[config.mk]
export PLATFORM = sky130hd
export DESIGN_NAME = text_write_arbiter
export DESIGN_NICKNAME = d
export VERILOG_FILES = /design/src/rtl/text_arb_pkg.sv /design/src/rtl/text_write_arbiter_rr_pick.sv /design/src/rtl/text_write_arbiter.sv
export SDC_FILE = /design/constraint.sdc
export NUM_CORES = 1
export LEC_CHECK = 0
export CAP_MARGIN = 40
export CORE_MARGIN = 3
export CORE_UTILIZATION = 34
export DETAILED_ROUTE_END_ITERATION = 10
export HOLD_SLACK_MARGIN = 0.03
export PLACE_DENSITY_LB_ADDON = 0.25
export RECOVER_POWER = 50
export SKIP_LAST_GASP = 1
export SLEW_MARGIN = 30
export SYNTH_ARGS = -nofsm -noshare
export SYNTH_HDL_FRONTEND = slang
export SYNTH_SLANG_ARGS = --single-unit
[constraint.sdc]
create_clock -name clk50 -period 4 [get_ports clk50]
set_input_delay 0.8 -clock clk50 [delete_from_list [all_inputs] [get_ports clk50]]
set_output_delay 0.8 -clock clk50 [all_outputs]
set_load 0.03 [all_outputs]
[src/rtl/text_arb_pkg.sv]
// text_arb_pkg
// Shared types and constants for the TextGraphic write-port arbiter.
//   arb_state_t : transfer sequencer states (IDLE, SETUP, STROBE, HOLD)
//   TXT_COLS/TXT_ROWS/TXT_CELLS : character grid geometry
//   AW_DEF/DW_DEF : default cell address / cell word widths
//   *_LSB/*_MSB : field positions inside a cell word {BL, BG, FG, CHAR}
//   pack_cell() : builds a cell word from its fields
package text_arb_pkg;

  typedef enum logic [1:0] {
    IDLE   = 2'd0,
    SETUP  = 2'd1,
    STROBE = 2'd2,
    HOLD   = 2'd3
  } arb_state_t;

  localparam int TXT_COLS  = 120;
  localparam int TXT_ROWS  = 61;
  localparam int TXT_CELLS = TXT_COLS * TXT_ROWS;

  localparam int AW_DEF = 13;
  localparam int DW_DEF = 18;

  localparam int BL_MSB   = 17;
  localparam int BL_LSB   = 16;
  localparam int BG_MSB   = 15;
  localparam int BG_LSB   = 12;
  localparam int FG_MSB   = 11;
  localparam int FG_LSB   = 8;
  localparam int CHAR_MSB = 7;
  localparam int CHAR_LSB = 0;

  function automatic logic [DW_DEF-1:0] pack_cell(input logic [1:0] bl,
                                                  input logic [3:0] bg,
                                                  input logic [3:0] fg,
                                                  input logic [7:0] ch);
    logic [DW_DEF-1:0] w;
    w = '0;
    w[BL_MSB:BL_LSB]     = bl;
    w[BG_MSB:BG_LSB]     = bg;
    w[FG_MSB:FG_LSB]     = fg;
    w[CHAR_MSB:CHAR_LSB] = ch;
    return w;
  endfunction

endpackage

[src/rtl/text_write_arbiter_rr_pick.sv]
// rr_pick
// Combinational rotating-priority picker. Searches last+1, last+2, ...
// (mod NREQ) and reports the first set bit of valid.
//   valid : request vector
//   last  : index of the most recently served requester
//   grant : one-hot winner (all zero when nothing is valid)
//   idx   : winner index
//   any   : at least one requester is valid
module rr_pick #(
  parameter int NREQ = 3,
  parameter int IW   = $clog2(NREQ)
) (
  input  logic [NREQ-1:0] valid,
  input  logic [IW-1:0]   last,
  output logic [NREQ-1:0] grant,
  output logic [IW-1:0]   idx,
  output logic            any
);

  always_comb begin
    int cand;
    grant = '0;
    idx   = '0;
    any   = 1'b0;
    cand  = 0;
    for (int k = 1; k <= NREQ; k++) begin
      cand = (int'(last) + k) % NREQ;
      if (!any && valid[cand]) begin
        any         = 1'b1;
        grant[cand] = 1'b1;
        idx         = IW'(cand);
      end
    end
  end

endmodule

[src/rtl/text_write_arbiter.sv]
// text_write_arbiter
// Shares the TextGraphic character-buffer write port between NREQ writers
// using round-robin arbitration over valid/ready channels. Every in-bounds
// grant is sequenced SETUP -> STROBE (Write=1) -> HOLD, so WAddr/WData are
// stable for a full cycle on both sides of the strobe.
// Ports:
//   clk50, rst_n         : clock, synchronous active-low reset
//   req_valid/req_ready  : per-requester handshake (ready is a one-hot pulse)
//   req_addr/req_data    : packed per-requester address / cell word
//   req_lock             : (TEXT_ARB_LOCK_EN only) keep ownership for the
//                          next transfer, used for atomic strings
//   WAddr/WData/Write    : TextGraphic write port
//   grant_id             : owner of the current / last transfer
//   busy                 : sequencer not idle
//   err_oob              : one-cycle pulse after an out-of-bounds accept
// Build option: define TEXT_ARB_LOCK_EN to add req_lock.
module text_write_arbiter
  import text_arb_pkg::*;
#(
  parameter int NREQ  = 3,
  parameter int AW    = AW_DEF,
  parameter int DW    = DW_DEF,
  parameter int CELLS = TXT_CELLS
) (
  input  logic                     clk50,
  input  logic                     rst_n,
  input  logic [NREQ-1:0]          req_valid,
  output logic [NREQ-1:0]          req_ready,
  input  logic [NREQ*AW-1:0]       req_addr,
  input  logic [NREQ*DW-1:0]       req_data,
`ifdef TEXT_ARB_LOCK_EN
  input  logic [NREQ-1:0]          req_lock,
`endif
  output logic [AW-1:0]            WAddr,
  output logic [DW-1:0]            WData,
  output logic                     Write,
  output logic [$clog2(NREQ)-1:0]  grant_id,
  output logic                     busy,
  output logic                     err_oob
);

  localparam int IW = $clog2(NREQ);

  arb_state_t      state, state_next;
  logic [IW-1:0]   rr_last;
  logic [NREQ-1:0] rr_grant;
  logic [IW-1:0]   rr_idx;
  logic            rr_any;
  logic [NREQ-1:0] win_grant;
  logic [IW-1:0]   win_idx;
  logic            win_any;
  logic            win_locked;
  logic [AW-1:0]   win_addr;
  logic [DW-1:0]   win_data;
  logic            win_oob;
  logic            accept;

  rr_pick #(.NREQ(NREQ), .IW(IW)) u_pick (
    .valid (req_valid),
    .last  (rr_last),
    .grant (rr_grant),
    .idx   (rr_idx),
    .any   (rr_any)
  );

`ifdef TEXT_ARB_LOCK_EN
  // Set during the IDLE cycle right after a HOLD whose owner asked to keep
  // the port; that owner then bypasses round-robin once.
  logic lock_hold;

  always_ff @(posedge clk50) begin
    if (!rst_n) begin
      lock_hold <= 1'b0;
    end else begin
      lock_hold <= (state == HOLD) && req_lock[grant_id] && req_valid[grant_id];
    end
  end

  always_comb begin
    win_locked = lock_hold && req_valid[grant_id];
    win_grant  = rr_grant;
    win_idx    = rr_idx;
    win_any    = rr_any;
    if (win_locked) begin
      win_grant           = '0;
      win_grant[grant_id] = 1'b1;
      win_idx             = grant_id;
      win_any             = 1'b1;
    end
  end
`else
  always_comb begin
    win_locked = 1'b0;
    win_grant  = rr_grant;
    win_idx    = rr_idx;
    win_any    = rr_any;
  end
`endif

  assign win_addr = req_addr[int'(win_idx)*AW +: AW];
  assign win_data = req_data[int'(win_idx)*DW +: DW];
  assign win_oob  = (int'(win_addr) >= CELLS);
  assign busy     = (state != IDLE);

  // Ready is offered only while idle and out of reset. An out-of-bounds
  // request is still accepted (and flagged) so its writer is not stuck.
  always_comb begin
    state_next = state;
    req_ready  = '0;
    accept     = 1'b0;
    unique case (state)
      IDLE: begin
        if (rst_n && win_any) begin
          req_ready = win_grant;
          accept    = 1'b1;
          if (!win_oob) state_next = SETUP;
        end
      end
      SETUP:   state_next = STROBE;
      STROBE:  state_next = HOLD;
      HOLD:    state_next = IDLE;
      default: state_next = IDLE;
    endcase
  end

  // Write is registered off SETUP so it is high exactly while in STROBE.
  always_ff @(posedge clk50) begin
    if (!rst_n) begin
      state    <= IDLE;
      rr_last  <= IW'(NREQ - 1);
      Write    <= 1'b0;
      WAddr    <= '0;
      WData    <= '0;
      grant_id <= '0;
      err_oob  <= 1'b0;
    end else begin
      state   <= state_next;
      Write   <= (state == SETUP);
      err_oob <= accept && win_oob;
      if (accept) begin
        grant_id <= win_idx;
        if (!win_locked) rr_last <= win_idx;
        if (!win_oob) begin
          WAddr <= win_addr;
          WData <= win_data;
        end
      end
    end
  end

endmodule

After elaboration in Yosys (flattened, before gate mapping) --
Cells that the tools add are included.
Operators by class: bitwise operators 3, add/sub/neg operators 3, eq/ne operators 5, multiplexer cells 31, magnitude comparators 7, shifts and indexed selects 2, reduce and logical (&&, ||, !) cells 13, div/mod/pow operators 3, $mul 2
Operator list (number):
- >= comparator 32 x 1 -> 1 bit (second input constant) | 3
- < comparator 32 x 4 -> 1 bit (second input constant) | 3
- remainder unit 32 x 3 -> 32 bit (second input constant) | 3
- indexed part select 54 x 8 -> 18 bit | 1
- indexed part select 39 x 7 -> 13 bit | 1
- two-way mux 3 bit | 5
- two-way mux 1 bit | 14
- >= comparator 13 bit (second input constant) | 1
- multiplier 2 x 4 -> 6 bit (second input constant) | 2
- two-way mux 2 bit | 5
- case mux 2 bit (4 select lines) | 1
- logical AND 1 bit | 7
- adder 2 x 2 -> 3 bit (second input constant) | 2
- binary-select mux 1 bit (select 2 bit) | 3
- demux 1 bit (select 2 bit) | 3
- bitwise OR 3 bit | 2
- == test 2 bit (second input constant) | 2
- inequality test 2 bit (second input constant) | 2
- AND reduction 2 bit | 2
- adder 2 x 1 -> 3 bit (second input constant) | 1
- == test 2 x 1 -> 1 bit (second input constant) | 1
- zero test 1 bit | 2
- zero test 2 bit | 1
- nonzero test 2 bit | 1
- inverter 1 bit | 1
Storage, ports and cells: register bits 39, input bits 98, output and inout bits 39

Depth between registers and ports, before layout --
word-level depth 18, mapped depth 14, depth with buffers taken out 10

Modules after synthesis --
A second synthesis with hierarchy kept.
Unflattened totals: cell total of the unflattened synthesis 329, area, all modules 2839.0 um2
By module, submodules not included:
- text_write_arbiter | cells each 289, area an instance 2557.5 um2, times used 1
- rr_pick | cells each 40, area an instance 281.5 um2, times used 1

Worst setup path before layout --
OpenSTA, ideal clock, no wires.
kind reg2out, start reg, netlist name grant_id[0], end out req_ready[0], required time 3.200 ns, path slack 0.622 ns, arrival 2.578 ns, cell stages (with the launch flop) 11, path through dfxtp_1 -> inv_1 -> ha_1 -> mux2_2 -> mux2_4 -> nor3_1 -> nor2_1 -> nand2_1 -> clkbuf_1 -> buf_1 -> nor2_1
RTL lines:
- end: declaration | line text_write_arbiter.sv:28 | output logic [NREQ-1:0] req_ready,

Worst setup path in the final report --
start in req_valid[1], end out req_ready[0]
On the way: longest elaborated chain between the ends 13, elaborated cells between the ends (all ways) 24
Ends and longest elaborated chain:
- start: declaration | line text_write_arbiter.sv:27 | input logic [NREQ-1:0] req_valid,
- binary-select mux 1 bit (select 2 bit) | line text_write_arbiter_rr_pick.sv:28 | if (!any && valid[cand]) begin
- two-way mux 1 bit (not written as such) (2 in series) | line text_write_arbiter_rr_pick.sv:28
- two-way mux 1 bit | line text_write_arbiter_rr_pick.sv:28
- zero test 1 bit | line text_write_arbiter_rr_pick.sv:28
- logical AND 1 bit | line text_write_arbiter_rr_pick.sv:28
- two-way mux 1 bit | line text_write_arbiter_rr_pick.sv:28
- zero test 1 bit | line text_write_arbiter_rr_pick.sv:28
- logical AND 1 bit | line text_write_arbiter_rr_pick.sv:28
- two-way mux 1 bit | line text_write_arbiter_rr_pick.sv:28
- logical AND 1 bit | line text_write_arbiter.sv:113 | if (rst_n && win_any) begin
- two-way mux 3 bit * | line text_write_arbiter.sv:113
- two-way mux 3 bit * | line text_write_arbiter.sv:111 | unique case (state)
Mark *: on every way between the ends. The rest lies on a longest branch, timed or not. The select of a mux whose other input is x is not followed.

==> results.yml <==
cts:
  cts-htree-levels: 2
  clock_insertion_delay_worst_skew_ns: 0.29
  post_cts_buffers: 0
  tritoncts_clock_tree: "yes"
  cts_made_buffers: 5
  worst_setup_hold_path_clk_slew_ns: 0.08
  cts.root.buffer_cell: "sky130_fd_sc_hd__clkbuf_8"
  clockBufferDepth: 2
  cts_num_sinks: 38
synth:
  synth_top_area_share_pct: 21.5
  synth.cells.most_frequent: "62 x sky130_fd_sc_hd__nand2_1, 49 x sky130_fd_sc_hd__nand3_1, 46 x sky130_fd_sc_hd__a31oi_1, 38 x sky130_fd_sc_hd__dfxtp_1, 35 x sky130_fd_sc_hd__nor2_1"
  ys.flop_type: "sky130_fd_sc_hd__dfxtp_1"
  synth.yosys.warnings: 0
  synthDominantAreaCellType: "sky130_fd_sc_hd__dfxtp_1"
  synth-seq-area-share_pct: 21.5
  syn_area_um2: 3530
  cells_taking_the_most_area_after_synthesis: "sky130_fd_sc_hd__dfxtp_1 22%, sky130_fd_sc_hd__a31oi_1 8.1%, sky130_fd_sc_hd__nand3_1 6.9%"
  asyncSetResetFlopFracSynth_pct: 0
  synth-edff-count: 0
  synth_cell_types: 52
  syn-mean-instance-area_um2: 7.08
  syn-instance-count: 499
  postSynthRegisterBits: 38
  yosys.cell_count.top_type: "sky130_fd_sc_hd__nand2_1"
  synth_fp_nets: 604
hold_path:
  hold_path_class: "reg -> reg"
timing:
  max_slew.worst_pin.slew_ns: 0.595
  worst_case_headroom_to_the_max_slew_limit_pct: 60.2
  fmax_mhz: 273
  finalWorstPathRequiredPeriod_ns: 3.67
  final_hold_viol_count: 0
  final_min_period_over_clock_period_pct: 91.7
  fin_worst_skew_ns: 0.00321
  final-max-slew-violation-count: 0
  setup_viol: 0
  tns_ns: 0
  setup_repair_after_global_routing_missed_its_margin: "no"
routing:
  drc: 0
  drt-initial-drc-count: 305
  wl_per_cell_um: 17.2
  vias_cell: 5.84
  num_vias: 4372
  count_of_tritonroute_iterations_in_the_first_routing_pass: 5
  route.antenna.remaining_nets: 0
  routed_wire_length_um: 12900
power:
  vdd_ir_drop_max_mv: 0.561
  total_power_uw: 5030
  leakage_uw: 0.00195
  power.density_nw_per_um2: 969
placed_design:
  dp_cells: 740
  hpwlAfterDp_um: 9320
  gpl.final_weighted_congestion: 1.00
  port-buffer-count: 136
setup_path:
  critPathCaptureType: "primary output"
  crit_path_start_kind: "input pin"
  timing.setup.critical_path_class: "in -> out"
  critPathRequiredTime_ns: 3.20
  largest_driver_fanout_on_the_critical_path: 6
  cp.arrival_ns: 2.87
global_route:
  total_gr_overflow: 0
  grt_use_total_pct: 21.2
  grt_first_pass_wirelength_um: 20200
  largest_net_degree_at_the_start_of_global_routing: 45
  vias_in_the_first_global_route: 4047
  antenna_found_initial: 0
die:
  initial_core_util_pct: 35.5
  coreArea_um2: 9950
  count_of_boundary_i_o_pins: 137
  floorplan.die_area_um2: 11700
  fp.dieH_um: 108
  chipWidth_um: 108
  rows: 36
outcome:
  outcome: "finished clean"
final_layout:
  instances_no_fill: 748
  final_layout_size_suffix_gt1_share_pct: 9.59
  layout_stage_area_growth_over_the_synthesis_result_pct: 46.9
  n_antenna_cell: 0
  fin_nets: 719
  total_of_fill_cells_in_the_finished_design: 958
run:
  drv_cap: 0
[per-stage QoR]
step | hold slack (ns) | instance area (um^2) | utilization, % | worst slack (ns)
2_1_floorplan | 0.488 | 3530 | - | 0.622
3_3_place_gp | 0.461 | 5090 | 51.1 | 0.166
3_5_place_dp | 0.463 | 5090 | 51.1 | 0.0848
4_1_cts | 0.475 | 5190 | 52.2 | 0.0809
5_1_grt | 0.506 | 5190 | 52.2 | 0.171
6_report | 0.469 | 5190 | 52.2 | 0.331
[layer usage]
metal	GRT usage, %	wire length, um	up-vias
met4	4.42	182	0
met5	0	0	-
met2	37.3	6710	136
met3	3.40	733	15
met1	27.2	5260	2099
li1	-	-	2122
[logic make-up (layout without fill, tap and decap cells)]
family          after synthesis  after routing  synth area share (%)
compound gates              151            151                  29.8
fa+ha+maj                     7              7                  2.48
buf+inv                      62            178                  7.82
flops                        38             38                  21.5
mux                          21             21                  6.37
simple gates                220            220                  32.0
[worst max-delay path: stages]
cell	delay (ns)
sky130_fd_sc_hd__dlygate4sd3_1	0.62
sky130_fd_sc_hd__mux2_2	0.31
sky130_fd_sc_hd__mux2_4	0.32
sky130_fd_sc_hd__nor3_1	0.26
sky130_fd_sc_hd__nor2_1	0.08
sky130_fd_sc_hd__nand2_1	0.17
sky130_fd_sc_hd__nor2_1	0.07
sky130_fd_sc_hd__dlymetal6s2s_1	0.24
[layout make-up]
cell class / count / area [um^2] / area share, %
clock inverters: 3 / 40.0 / 0.771
repair buffers: 163 / 1580 / 30.5
inverters: 7 / 26.3 / 0.506
clock buffers: 5 / 68.8 / 1.32
flip-flops and latches: 38 / 761 / 14.6
multi-input cells: 399 / 2550 / 49.1
well taps: 133 / 166 / 3.20
[registers in the layout (all words and copies together) (netlist names)]
signal and count:
grant_id 2, WData 18, WAddr 13, rr_last 1, err_oob 1, Write 1, state 2
[worst paths after layout]
path / start / end / slack, ns / depth (start not counted)
setup / recovery: req_valid[1] / req_ready[0] / 0.33 / 8
hold / removal: WAddr[7] / WAddr[7] / 0.47 / 2
hold reg to reg: WAddr[7] / WAddr[7] / 0.47 / 2
setup reg to reg: grant_id[0] / WData[8] / 0.58 / 12
[layout by cell type (no fill, tap or decap), types with 21 or more instances in the layout]
cell,instances
sky130_fd_sc_hd__a31oi_1,45
sky130_fd_sc_hd__dfxtp_1,38
sky130_fd_sc_hd__o211a_1,22
sky130_fd_sc_hd__dlygate4sd3_1,37
sky130_fd_sc_hd__nand2_1,62
sky130_fd_sc_hd__clkdlybuf4s50_1,96
sky130_fd_sc_hd__nand3_1,49
sky130_fd_sc_hd__buf_4,26
sky130_fd_sc_hd__nand4b_1,21
sky130_fd_sc_hd__o21ai_0,30
sky130_fd_sc_hd__nand4_1,25
sky130_fd_sc_hd__nor2_1,35
[power by group]
group	switching [uW]	total, uW	internal, uW	leakage [uW]
logic	2570	4090	1520	0.00158
registers	98.4	605	507	0.000312
clock network	148	331	184	0.0000579
[timing repair]
| item | 4_1_cts | 5_1_grt |
|---|---|---|
| endpoints found under the setup margin | 0 | 1 |
| resized for setup | 0 | 1 |
| hold buffers | 0 | 0 |
(Power assumes the default switching activity.)
